**config.mk**
```make
export PLATFORM = sky130hd
export DESIGN_NAME = minifloat_accumulator
export DESIGN_NICKNAME = d
export VERILOG_FILES = /design/src/rtl/minifloat_pkg.sv /design/src/rtl/minifloat_decode.sv /design/src/rtl/minifloat_accumulator.sv
export SDC_FILE = /design/constraint.sdc
export NUM_CORES = 1
export LEC_CHECK = 0
export CORE_AREA = 3 3 87 89
export CTS_BUF_LIST = sky130_fd_sc_hd__clkbuf_8
export CTS_CLUSTER_SIZE = 8
export DETAILED_ROUTE_END_ITERATION = 16
export DIE_AREA = 0 0 90 92
export PLACE_DENSITY = 0.8
export SYNTH_ARGS = -nofsm -noshare
export SYNTH_HDL_FRONTEND = slang
export SYNTH_SLANG_ARGS = --single-unit
```
**constraint.sdc**
```tcl
create_clock -name clk -period 2.8 [get_ports clk]
set_input_delay 0.56 -clock clk [delete_from_list [all_inputs] [get_ports clk]]
set_output_delay 0.56 -clock clk [all_outputs]
set_load 0.03 [all_outputs]
```
**src/rtl/minifloat_pkg.sv**
```systemverilog
// Shared minifloat types and constants for the decode and accumulate path.
package minifloat_pkg;
  localparam int MF_EXP_W = 4;
  localparam int MF_MAN_W = 3;
  localparam int MF_VAL_W = 18;

  typedef struct packed {
    logic [MF_EXP_W-1:0] exp;
    logic [MF_MAN_W-1:0] man;
  } mf_t;

  typedef enum logic [0:0] {
    ACC  = 1'b0,
    DONE = 1'b1
  } acc_state_t;
endpackage

```
**src/rtl/minifloat_decode.sv**
```systemverilog
// Combinational minifloat-to-integer decode: exp==0 is a plain mantissa, otherwise (8+man)<<(exp-1).
module minifloat_decode
  import minifloat_pkg::*;
(
  input  mf_t                 mf,
  output logic [MF_VAL_W-1:0] value
);

  always_comb begin
    if (mf.exp == '0) value = MF_VAL_W'(mf.man);
    else              value = MF_VAL_W'({1'b1, mf.man}) << (mf.exp - 4'd1);
  end

endmodule

```
**src/rtl/minifloat_accumulator.sv**
```systemverilog
// Frame accumulator for decoded minifloat samples, one sum per frame with valid/ready handshakes.
// Define MINIFLOAT_ACC_SAT_EN to saturate the accumulator on overflow instead of wrapping.
module minifloat_accumulator
  import minifloat_pkg::*;
#(
  parameter int ACC_W     = 24,
  parameter int FRAME_LEN = 16,
  parameter int CNT_W     = $clog2(FRAME_LEN + 1)
) (
  input  logic             clk,
  input  logic             rst_n,
  input  logic             in_valid,
  output logic             in_ready,
  input  logic [3:0]       in_exp,
  input  logic [2:0]       in_man,
  input  logic             in_last,
  output logic             out_valid,
  input  logic             out_ready,
  output logic [ACC_W-1:0] out_sum,
  output logic [CNT_W-1:0] out_count,
  output logic             out_ovf
);

  acc_state_t          state;
  logic [ACC_W-1:0]    acc;
  logic [CNT_W-1:0]    cnt;
  logic                ovf;
  mf_t                 beat;
  logic [MF_VAL_W-1:0] value;
  logic                accept;
  logic                close;
  logic [CNT_W-1:0]    cnt_nxt;
  logic [ACC_W:0]      add_res;

  // Returns {sticky overflow, new accumulator}.
  function automatic logic [ACC_W:0] acc_add(input logic [ACC_W-1:0] a,
                                             input logic [MF_VAL_W-1:0] v,
                                             input logic ovf_in);
    logic [ACC_W:0] s;
    s = {1'b0, a} + (ACC_W+1)'(v);
`ifdef MINIFLOAT_ACC_SAT_EN
    if (s[ACC_W] | ovf_in) return {1'b1, {ACC_W{1'b1}}};
    else                   return {1'b0, s[ACC_W-1:0]};
`else
    return {ovf_in | s[ACC_W], s[ACC_W-1:0]};
`endif
  endfunction

  assign beat = {in_exp, in_man};

  minifloat_decode u_decode (
    .mf    (beat),
    .value (value)
  );

  assign in_ready = (state == ACC);
  assign accept   = in_valid & in_ready;
  assign cnt_nxt  = cnt + 1'b1;
  assign close    = in_last | (cnt_nxt == CNT_W'(FRAME_LEN));
  assign add_res  = acc_add(acc, value, ovf);

  always_ff @(posedge clk or negedge rst_n) begin
    if (!rst_n) begin
      state     <= ACC;
      acc       <= '0;
      cnt       <= '0;
      ovf       <= 1'b0;
      out_valid <= 1'b0;
      out_sum   <= '0;
      out_count <= '0;
      out_ovf   <= 1'b0;
    end else begin
      case (state)
        ACC: begin
          if (accept) begin
            acc <= add_res[ACC_W-1:0];
            ovf <= add_res[ACC_W];
            cnt <= cnt_nxt;
            if (close) begin
              out_sum   <= add_res[ACC_W-1:0];
              out_count <= cnt_nxt;
              out_ovf   <= add_res[ACC_W];
              out_valid <= 1'b1;
              state     <= DONE;
            end
          end
        end
        DONE: begin
          // Result registers hold until the consumer takes them.
          if (out_ready) begin
            out_valid <= 1'b0;
            acc       <= '0;
            cnt       <= '0;
            ovf       <= 1'b0;
            state     <= ACC;
          end
        end
        default: state <= ACC;
      endcase
    end
  end

endmodule

```
After elaboration in Yosys (flattened, before gate mapping)
Cells that the tools add are included.
Storage, ports and cells
  input bits: 12
  output and inout bits: 32
  register bits after elaboration: 62
  logic and storage cells: 41
Cells by class
  eq/ne operators: 4
  multiplexer cells: 17
  add/subtract/negate cells: 3
  shift operators: 1
  bitwise operators: 4
  reduce and logical (&&, ||, !) cells: 4
Operators with widths (number)
  $mux W24: 2
  $pmux W24 S2: 1
  $add A24 B18 Y25: 1
  $mux W18: 1
  $shl A4 B4 Y18: 1
  $mux W5: 2
  $pmux W5 S2: 1
  $mux W1: 7
  $pmux W1 S2: 3
  $reduce_and A3 Y1: 2
  $add A5 B1 Y5 const B: 1
  $eq A5 B5 Y1 const B: 1
  $logic_not A4 Y1: 1
  $ne A2 B1 Y1 const B: 2
  $sub A4 B1 Y4 const B: 1
  $ne A2 B2 Y1 const B: 1
  $or A1 B1 Y1: 2
  $reduce_and A2 Y1: 1
  $and A1 B1 Y1: 1
  $not A1 Y1: 1

Logic depth before layout (Yosys ltp)
Gate-level depths: netlist (run 1).
  word-level depth: 7
  mapped depth: 18
  mapped depth without buffers: 17

Modules after synthesis
Synthesis (run 1) repeated with hierarchy kept, for this count alone.
Second synthesis, totals
  cell total of the unflattened synthesis: 446
  area, all modules: 4167.7 sq um
Modules (own cells, without submodules)
  minifloat_accumulator: area each 3469.6 sq um, times used 1, sequential area each 1551.5 sq um, cells an instance 335
  minifloat_decode: area each 698.2 sq um, times used 1, sequential area each 0.0 sq um, cells an instance 111

Worst setup path before layout (run 1)
No wires, ideal clock.
  path kind: input -> register
  start: input in_exp[0]
  end: register acc[22]
  library setup time: 0.120 ns
  slack: -0.882 ns
  arrival: 3.563 ns
  path buffers: 2
  cell stages on the path: 17
  required time: 2.680 ns
  cell sequence: inv_1 -> ha_1 -> clkbuf_1 -> mux2_2 -> a21oi_1 -> nand2_1 -> o21ai_0 -> o22ai_1 -> ha_1 -> a21oi_2 -> o211ai_1 -> and4_1 -> o2111ai_2 -> o211ai_2 -> buf_6 -> a22o_1 -> a31o_1
On the way
  word-level cells in the longest chain between the ends: 6
  elaborated cells between the ends (all ways): 7
  classes of those cells: 2 x add/sub; 1 x shift; 3 x mux; 1 x reduce/logical
Ends and longest elaborated chain
  start, declared: RTL line minifloat_accumulator.sv:14  | input logic [3:0] in_exp,
  $sub A4 B1 Y4: RTL line minifloat_decode.sv:11  | else value = MF_VAL_W'({1'b1, mf.man}) << (mf.exp - 4'd1);
  $shl A4 B4 Y18: RTL line minifloat_decode.sv:11
  $mux W18 *: RTL line minifloat_decode.sv:10  | if (mf.exp == '0) value = MF_VAL_W'(mf.man);
  $add A24 B18 Y25 *: RTL line minifloat_accumulator.sv:40  | s = {1'b0, a} + (ACC_W+1)'(v);
  $mux W24 *: RTL line minifloat_accumulator.sv:75  | if (accept) begin
  $pmux W24 S2 *: RTL line minifloat_accumulator.sv:73  | case (state)
  end signal, assigned: RTL line minifloat_accumulator.sv:76  | acc <= add_res[ACC_W-1:0];
  end, declared: RTL line minifloat_accumulator.sv:25  | logic [ACC_W-1:0] acc;
Mark *: on every way between the ends. The rest lies on a longest branch, timed or not. The select of a mux whose other input is x is not followed.
A chain may end at the register's enable or synchronous reset.

Worst setup path after layout (run 1)
  start: input in_exp[1]
  end: register out_sum[18]
On the way
  word-level cells in the longest chain between the ends: 4
  elaborated cells between the ends (all ways): 5
  classes of those cells: 2 x add/sub; 1 x shift; 1 x mux; 1 x reduce/logical
Ends and longest elaborated chain
  $sub A4 B1 Y4: RTL line minifloat_decode.sv:11
  $shl A4 B4 Y18: RTL line minifloat_decode.sv:11
  $mux W18 *: RTL line minifloat_decode.sv:10
  $add A24 B18 Y25 *: RTL line minifloat_accumulator.sv:40
  end signal, assigned: RTL line minifloat_accumulator.sv:80  | out_sum <= add_res[ACC_W-1:0];
  end, declared: RTL line minifloat_accumulator.sv:19  | output logic [ACC_W-1:0] out_sum,
Mark *: on every way between the ends. The rest lies on a longest branch, timed or not.

==> results.md, run 1 <==
* Status: complete, but fails checks
* Failing checks: negative setup slack
* Synth Instances at 407
* Initial detailed-routing violation count at roughly 400
* First-pass GRT wire length at around 21000 µm
* Share of layout cells above drive strength 1 at 0.404
* Vias in the first global route at roughly 4200
* Setup ws final at -630 ps
* Unrepaired setup endpoints after global routing: yes
* Dominant cell type by area after synthesis: dfrtp_1
* Worst reg-to-reg path cell count at 9
* Drt drc at 0
* Crit path depth at 15
* Peak Freq at 292 MHz
* CTS tree: done
* Cell Pwr Density at approximately 840 mW/mm²
* Post-Route Skew at 13.4 ps
* Max FO, Critical Path at 6
* Final Hold Vio Count at 0
* Leakage at 2.71 nW
* Filler cells at about 330
* Slowest stage delay, CP at about 450 ps
* Aggregate routed wire length at ~14000 µm
* Slew Limit Fails at 0
* Worst Hold Class: in -> async
* Final min period at about 3400 ps
* Area contributors post-synth: dfrtp_1 40%, ha_1 7.0%, mux2_2 5.8%
* Total number of vias at just over 4000
* HPWL after detailed placement at about 7300 µm
* Post-synthesis sequential area ratio at 0.397
* Antenna-violating nets left at 0
* Die area at between 0.008 and 0.009 mm²
* WL per Instance at between 20 and 25 µm
* Drt pass-1 iters at 6
* Slew headroom at 0.665
* Gpl congestion at between 0.8 and 0.9
* Startpoint Class: input pin
* Boundary Pins at 44
* Std cell rows at 30
* Top-area cell type share of the netlist area at 0.397
* CP top delay family: compound AO/OA/AOI/OAI gates
* Total Power at 5.02 mW
* Max IR drop VDD at 0.708 mV
* Ys Warns at 0
* GR Util All Layers at 0.319
* Worst Path Arrival at between 3000 and 4000 ps
* Core ar. at approximately 0.0068 mm²
* Placed cells at around 600
* Reg clk slew, reported paths at roughly 70 ps
* Synth cell types at between 60 and 70
* Grt total ovfl at 0
* Worst Setup End Kind: flop
* Longest Clk Path Bufs at 2
* Worst-path cell chain: buf_12 -> buf_6 -> nor3_4 -> xor2_2 -> or3_4 -> o22ai_4 -> fa_2 -> a21oi_4 -> o211ai_1 -> and4_4 -> o2111ai_4 -> o211ai_4 -> buf_6 -> xnor2_2 -> o21ai_1
* Die Ht at roughly 92 µm
* Post-Syn Nets at around 440
* CP most frequent cell: buf_6
* CP Buf/Inv Count at 3
* Synth async-reset ratio at 1.00
* Starting Density at 0.572
* Largest net degree at the start of global routing at 63
* Ant diodes at 0
* Cell area after synthesis at approximately 0.0039 mm²
* Clock Sinks at 62
* Post-layout net count at between 500 and 600
* Initial antenna violation count at 0
* EDFF count, synth at 0
* Top FF cell, synth: dfrtp_1
* Max Cap Viol at 0
* Clock root buffer: clkbuf_8
* Worst-Skew Late Latency at approximately 340 ps
* Final setup viols at 41
* Vias per cell at roughly 6.4
* Crit path kind: in -> reg
* Inserted Clock Buffers at 9
* Input/output buffers at 43
* Synthesis-to-layout area growth at 52.3%
* Non-Filler Instances at between 600 and 700
* Syn Area/Cell at around 9.6 µm²
* Post-synthesis register bit count at 62
* Die X at 90 µm
* H-tree depth at 3
* CP Data Required Time at 3010 ps
* Worst slew pin tran at ~500 ps
* Crit share post-route at 1.23
* Slowest CP cell: or3_4
[cell type report]
class,count,area [µm²],share of cell area
well taps,96,120,0.0202
inverters,16,80.1,0.0135
repair buffers,142,1230,0.206
flip-flops and latches,62,1550,0.261
clock buffers,9,124,0.0208
clock inverters,6,78.8,0.0132
multi-input cells,310,2770,0.465
[worst reg2reg max path: stages (launching register included)]
cell       delay, ps
dfrtp_1          420
ha_2             220
fa_2             390
a21oi_4          190
o211ai_1         190
and4_4           230
o2111ai_4        270
o211ai_4         180
and3_4           210
o31a_1           280
[metal layers]
| layer | GRT usage | routed length [µm] | vias up |
|---|---|---|---|
| li1 | - | - | 1754 |
| met5 | 0 | 0 | - |
| met2 | 0.559 | 6920 | 267 |
| met3 | 0.0697 | 1130 | 87 |
| met4 | 0.144 | 723 | 0 |
| met1 | 0.374 | 5410 | 2023 |
[cell usage in the layout, fill, tap and decap left out, drive strengths merged, types with 12 or more instances in the layout]
cell,instances
a21oi,25
a22o,21
buf,103
clkdlybuf4s50,35
dfrtp,62
ha,22
inv,17
mux2,21
nand2,39
nand3,12
nor2,21
nor3,16
o21ai,26
xnor2,13
[cells in the mapped netlist, types with 2 or more instances]
master,number
dfrtp_1,62
nand2_1,38
a21oi_1,22
ha_1,22
nor2_1,21
a22o_1,20
mux2_2,20
o21ai_0,20
clkbuf_1,16
inv_1,16
nor3_1,16
xnor2_1,13
nand3_1,12
xor2_1,9
o31ai_1,7
a21o_1,6
o21ai_1,6
nand2b_1,5
nand4_1,5
nor2b_1,4
or3_1,4
a21oi_2,3
a31oi_1,3
and2_1,3
and4_1,3
buf_2,3
o211ai_1,3
o21a_1,3
o21bai_1,3
and3_2,2
o22a_1,2
o22ai_1,2
o31a_1,2
[per-stage QoR]
step                      utilization  cell area [µm²]  worst slack, ps  TNS (ps)  hold WS (ps)
after floorplan                     -             4040             -608    -14160           264
after global placement          0.744             5080            -1520    -55620           466
after detailed placement        0.744             5080            -1600    -56920           479
after CTS                       0.842             5750             -437    -10510           228
after global routing            0.871             5950             -746    -22140           233
final                           0.871             5950             -630    -18340           209
[sequential cells by signal, summed over array words and instances (netlist names)]
register / flops
out_ovf: 1
cnt: 5
ovf: 1
acc: 24
state: 1
out_sum: 24
out_count: 5
out_valid: 1
[final timing paths]
| check | endpoint | slack [ps] | from |
|---|---|---|---|
| max | out_sum[18] | -630 | in_exp[1] |
| min | out_count[4] | 210 | rst_n |
| max reg2reg | out_sum[20] | 110 | acc[0] |
| min reg2reg | out_sum[11] | 490 | out_sum[11] |
| max in group asynchronous | acc[20] | 2310 | rst_n |
| min in group clk | out_sum[11] | 490 | out_sum[11] |
[power by group]
part / internal, mW / switching, mW
clock network: 0.489 / 0.366
registers: 1.19 / 0.261
logic: 1.25 / 1.46
[what timing repair did]
| item | 4_1_cts | 5_1_grt |
|---|---|---|
| pin swaps | 50 | 35 |
| gates resized for setup | 96 | 28 |
| setup buffers | 12 | 11 |
| cloned | 1 | 0 |
| hold buffers | 0 | 0 |
| setup endpoints to repair | 47 | 40 |
[logic make-up (layout without fill, tap and decap cells)]
kind of cell / count (synthesis) / after routing / share of synthesized area
compound gates: 121 / 122 / 0.226
simple gates: 121 / 121 / 0.152
flops: 62 / 62 / 0.397
buf+inv: 36 / 173 / 0.0375
fa+ha+maj: 23 / 23 / 0.0755
xor+xnor: 22 / 22 / 0.0493
mux: 22 / 22 / 0.0631
Power figures use the tool's default switching activity.
==> run 2: changes to the inputs <==
CTS_BUF_LIST = sky130_fd_sc_hd__clkbuf_4   (was sky130_fd_sc_hd__clkbuf_8)
SLEW_MARGIN = 30   (was unset)
==> run 2 against run 1 <==
Against the previous run: the run still ends with negative setup slack left; clock power decreased by 17%; sequential share of layout area increased by 0.29 points; sequential power about the same; non-clock buffer count increased by 1; critical path depth increased by 3; combinational power decreased by 2%; critical path type unchanged.
==> results.md, run 2 (synthesis results as in run 1) <==
* Max IR drop VDD at roughly 0.64 mV
* CP Data Required Time at 3080 ps
* # hold bufs at CTS at 0
* Grt total ovfl at 0
* Gpl congestion at slightly below 0.9
* Most frequent cells in the layout: 89 x buf_4, 62 x dfrtp_1, 35 x nand2_1, 35 x clkdlybuf4s50_1, 20 x a22o_1
* Post-layout net count at about 580
* Cell Pwr Density at approximately 800 mW/mm²
* Aggregate routed wire length at 13700 µm
* Crit path kind: in -> reg
* Post-Route Skew at approximately 19 ps
* Synthesis-to-layout area growth at 50.6%
* Commonest non-fill, non-tap cell in the layout: buf_4
* Core ar. at between 0.006 and 0.007 mm²
* Max FO, Critical Path at 7
* Slowest stage delay, CP at ~350 ps
* Final setup viols at 40
* Core Util, Final at 0.862
* Total number of vias at about 4200
* Filler cells at 329
* CTS tree: done
* Failing checks: negative setup slack
* Die X at ~90 µm
* H-tree depth at 3
* Inserted Clock Buffers at 9
* Placed cells at about 600
* GR Util All Layers at 0.298
* Die area at approximately 0.0083 mm²
* Boundary Pins at 44
* Leakage at about 2.7 nW
* Placement-stage cell area at between 0.005 and 0.006 mm²
* Worst-path cell chain: buf_8 -> inv_8 -> ha_4 -> nand3b_1 -> o21a_1 -> o21ai_1 -> nor2_1 -> a21oi_2 -> and2_4 -> ha_4 -> nand2_4 -> o211ai_1 -> and4_4 -> o2111ai_4 -> o211ai_4 -> buf_6 -> xnor2_2 -> o21ai_1
* Slowest CP cell: o211ai_4
* Worst Path Arrival at 3640 ps
* Setup ws final at -555 ps
* Clock root buffer: clkbuf_4
* Unrepaired setup endpoints after global routing: yes
* Vias in the first global route at between 4000 and 5000
* Reg clk slew, reported paths at 100 ps
* Worst-Skew Late Latency at ~420 ps
* Die Ht at about 92 µm
* Worst hold slack at between 100 and 150 ps
* Crit share post-route at 1.20
* Startpoint Class: input pin
* Initial detailed-routing violation count at 371
* First-pass GRT wire length at 19800 µm
* Clock Sinks at 62
* Std cell rows at 30
* Input/output buffers at 43
* Starting Density at 0.572
* Vias per cell at roughly 6.5
* Non-Filler Instances at around 640
* Final instance area at between 0.005 and 0.006 mm²
* Max Cap Viol at 0
* Worst Setup End Kind: flop
* Setup TNS at -16160 ps
* Worst Hold Class: in -> async
* Longest Clk Path Bufs at 2
* Worst slew pin tran at about 530 ps
* Antenna-violating nets left at 0
* Final Hold Vio Count at 0
* Drt drc at 0
* Flop2flop setup slack at 180 ps
* Total Power at 4.79 mW
* HPWL after detailed placement at approximately 7300 µm
* Ant diodes at 0
* Slew headroom at 0.649
* Drt pass-1 iters at 6
* WL per Instance at about 21 µm
* Initial antenna violation count at 0
* Share of layout cells above drive strength 1 at 0.408
* Slew Limit Fails at 0
* Setup Slack @ Placement at -1600 ps
* Biggest regs: acc: 24 flops, out_sum: 24 flops
* Largest net degree at the start of global routing at between 60 and 70
* Final min period at around 3400 ps
* Status: complete, but fails checks
* Peak Freq at 298 MHz
==> run 2: cell type report <==
cell class	count	area (µm²)	share of cell area
Multi-Input combinational cell	310	2750	0.467
Sequential cell	62	1550	0.264
Timing Repair Buffer	143	1230	0.210
Tap cell	96	120	0.0204
Inverter	16	80.1	0.0136
Clock buffer	10	75.1	0.0128
Clock inverter	5	75.1	0.0128
==> run 2: layer usage <==
metal,track usage,routed length (µm),up-vias
met5,0,0,-
met4,0.162,774,0
met3,0.0582,1080,88
met2,0.518,6720,307
met1,0.348,5120,1999
li1,-,-,1769
==> run 2: path summary, 6_finish.rpt <==
path                        startpoint      endpoint  cells past startpoint
min in group clk           out_sum[11]   out_sum[11]                      1
hold / removal                   rst_n  out_count[4]                      2
max in group asynchronous        rst_n    out_sum[8]                      2
hold reg to reg            out_sum[11]   out_sum[11]                      1
setup / recovery             in_exp[0]   out_sum[18]                     18
setup reg to reg                acc[0]   out_sum[20]                      9
==> run 2: where the power goes <==
part / switching [mW] / internal, mW / total (mW)
Combinational: 1.42 / 1.23 / 2.65
Sequential: 0.245 / 1.19 / 1.44
Clock: 0.344 / 0.363 / 0.707
==> run 2: critical path, delay by kind of cell <==
family                   cells  cell delay (ps)
XOR/XNOR                     1              100
AO/OA/AOI/OAI                7             1230
buffers and inverters        3              290
adder cells (fa/ha/maj)      2              590
AND/OR/NAND/NOR              5              860
==> run 2: what timing repair did <==
item                                    4_1_cts  5_1_grt
setup buffers                                13        9
pin swaps                                    46       31
cloned                                        1        0
endpoints found under the setup margin       46       40
resized for setup                            91       27
==> run 3: changes to the inputs <==
SETUP_SLACK_MARGIN = 0.05   (was unset)
==> run 3 against run 2 <==
Against the previous run: the flow still finishes with violations (negative setup slack); clock-buffer cell count rose by 1; largest cell class unchanged; maximum frequency fell by 3.8%; setup slack got worse by 130 ps; die area did not move; combinational power rose by 4%; sequential share of layout area fell by 0.35 points.
==> results.md, run 3 (synthesis results as in run 1) <==
* Status: complete, but fails checks
* Failing checks: negative setup slack
* Startpoint Class: input pin
* Biggest regs: acc: 24 flops, out_sum: 24 flops
* Final setup viols at 40
* Crit share post-route at 1.25
* Inserted Clock Buffers at 9
* Die Ht at ~90 µm
* Final instance area at ~0.0060 mm²
* Worst Hold Class: in -> async
* Core ar. at 0.00683 mm²
* Worst-path cell chain: buf_12 -> inv_12 -> ha_4 -> nand3b_1 -> o21a_1 -> o21ai_0 -> nor2_1 -> a21oi_1 -> and2_4 -> ha_4 -> a21oi_4 -> o211ai_1 -> and4_4 -> o2111ai_4 -> o211ai_4 -> and3_4 -> o31a_1
* Placement-stage cell area at slightly above 0.005 mm²
* Crit path kind: in -> reg
* Synthesis-to-layout area growth at 52.6%
* Leakage at 2.72 nW
* Setup Slack @ Placement at -1560 ps
* Total Power at slightly below 5 mW
* Peak Freq at between 200 and 300 MHz
* CP top delay family: compound AO/OA/AOI/OAI gates
* Filler cells at between 300 and 400
* H-tree depth at 3
* Setup TNS at -18790 ps
* Ant diodes at 0
* Starting Density at 0.572
* Share of layout cells above drive strength 1 at 0.411
* Worst slew pin tran at between 800 and 900 ps
* Total number of vias at just over 4000
* Worst hold slack at roughly 290 ps
* Cell Pwr Density at 826 mW/mm²
* Final Hold Vio Count at 0
* Drt pass-1 iters at 6
* Largest net degree at the start of global routing at 63
* Max FO, Critical Path at 7
* Final min period at between 3000 and 4000 ps
* Initial detailed-routing violation count at just under 400
* Multi-input gate area at 0.00281 mm²
* Vias per cell at ~6.5
* Antenna-violating nets left at 0
* Clock Sinks at 62
* First-pass GRT wire length at a little over 20000 µm
* Slowest stage delay, CP at about 330 ps
* GR Util All Layers at 0.308
* Clock root buffer: clkbuf_4
* Worst Path Arrival at 3800 ps
* Worst-Skew Late Latency at between 400 and 500 ps
* Post-layout net count at 575
* Vias in the first global route at between 3000 and 4000
* Max Cap Viol at 0
* Std cell rows at 30
* Die area at around 0.0083 mm²
* Max IR drop VDD at around 0.57 mV
* Longest Clk Path Bufs at 2
* Die X at approximately 90 µm
* Post-Route Skew at 34.3 ps
* Grt total ovfl at 0
* Reg clk slew, reported paths at 110 ps
* Input/output buffers at 43
* Setup ws final at -689 ps
* Flop2flop setup slack at 200 ps
* WL per Instance at about 22 µm
* CP Data Required Time at roughly 3100 ps
* Register area at about 0.0016 mm²
* HPWL after detailed placement at roughly 7500 µm
* Aggregate routed wire length at around 14000 µm
* Boundary Pins at 44
* CP most frequent cell: ha_4
* Initial antenna violation count at 0
* Slew Limit Fails at 0
* CTS tree: done
* Most frequent cells in the layout: 80 x buf_4, 62 x dfrtp_1, 35 x nand2_1, 35 x clkdlybuf4s50_1, 20 x a22o_1
* Worst Setup End Kind: flop
* Unrepaired setup endpoints after global routing: yes
* Gpl congestion at about 0.95
* Slowest CP cell: o21ai_0
* Commonest non-fill, non-tap cell in the layout: buf_4
* Drt drc at 0
* CP Buf/Inv Count at 2
* Slew headroom at 0.461
[run 3: final timing paths]
| check | start | cells after the start | to |
|---|---|---|---|
| hold reg to reg | out_valid | 2 | out_valid |
| setup / recovery | in_exp[1] | 17 | out_sum[22] |
| setup reg to reg | acc[0] | 9 | out_sum[22] |
| hold / removal | rst_n | 2 | acc[6] |
| max in group asynchronous | rst_n | 2 | acc[10] |
| min in group clk | out_valid | 2 | out_valid |
[run 3: power by group]
| group | internal, mW | switching, mW |
|---|---|---|
| clock network | 0.377 | 0.360 |
| logic | 1.28 | 1.47 |
| registers | 1.19 | 0.250 |
| total | 2.85 | 2.08 |
[run 3: through the flow]
step | instances | utilization
2_1_floorplan | 407 | -
3_3_place_gp | 603 | 0.745
3_5_place_dp | 603 | 0.745
4_1_cts | 633 | 0.835
5_1_grt | 641 | 0.873
6_report | 641 | 0.873
[run 3: worst reg2reg max path, delay by kind of cell, from the launching register on]
| kind | cells | cell delay [ps] |
|---|---|---|
| DFF | 1 | 420 |
| and+or+nand+nor | 2 | 440 |
| adders and majority gates | 2 | 600 |
| AOI/OAI and AO/OA | 5 | 1050 |
[run 3: routing by layer]
metal  wire (µm)  track usage
met5           0            0
met4         818        0.139
met1        5190        0.367
met3        1170       0.0738
met2        6930        0.528
[run 3: cell type report]
type / instances / area share
Clock buffer: 11 / 0.0138
Clock inverter: 5 / 0.0124
Inverter: 16 / 0.0134
Multi-Input combinational cell: 310 / 0.471
Sequential cell: 62 / 0.260
Tap cell: 96 / 0.0201
Timing Repair Buffer: 141 / 0.209
[run 3: timing repair]
action	in CTS	in global routing
cloned	1	0
gates resized for setup	89	40
pin swaps	52	33
setup buffers	13	9
hold buffers	0	0
endpoints found under the setup margin	47	40
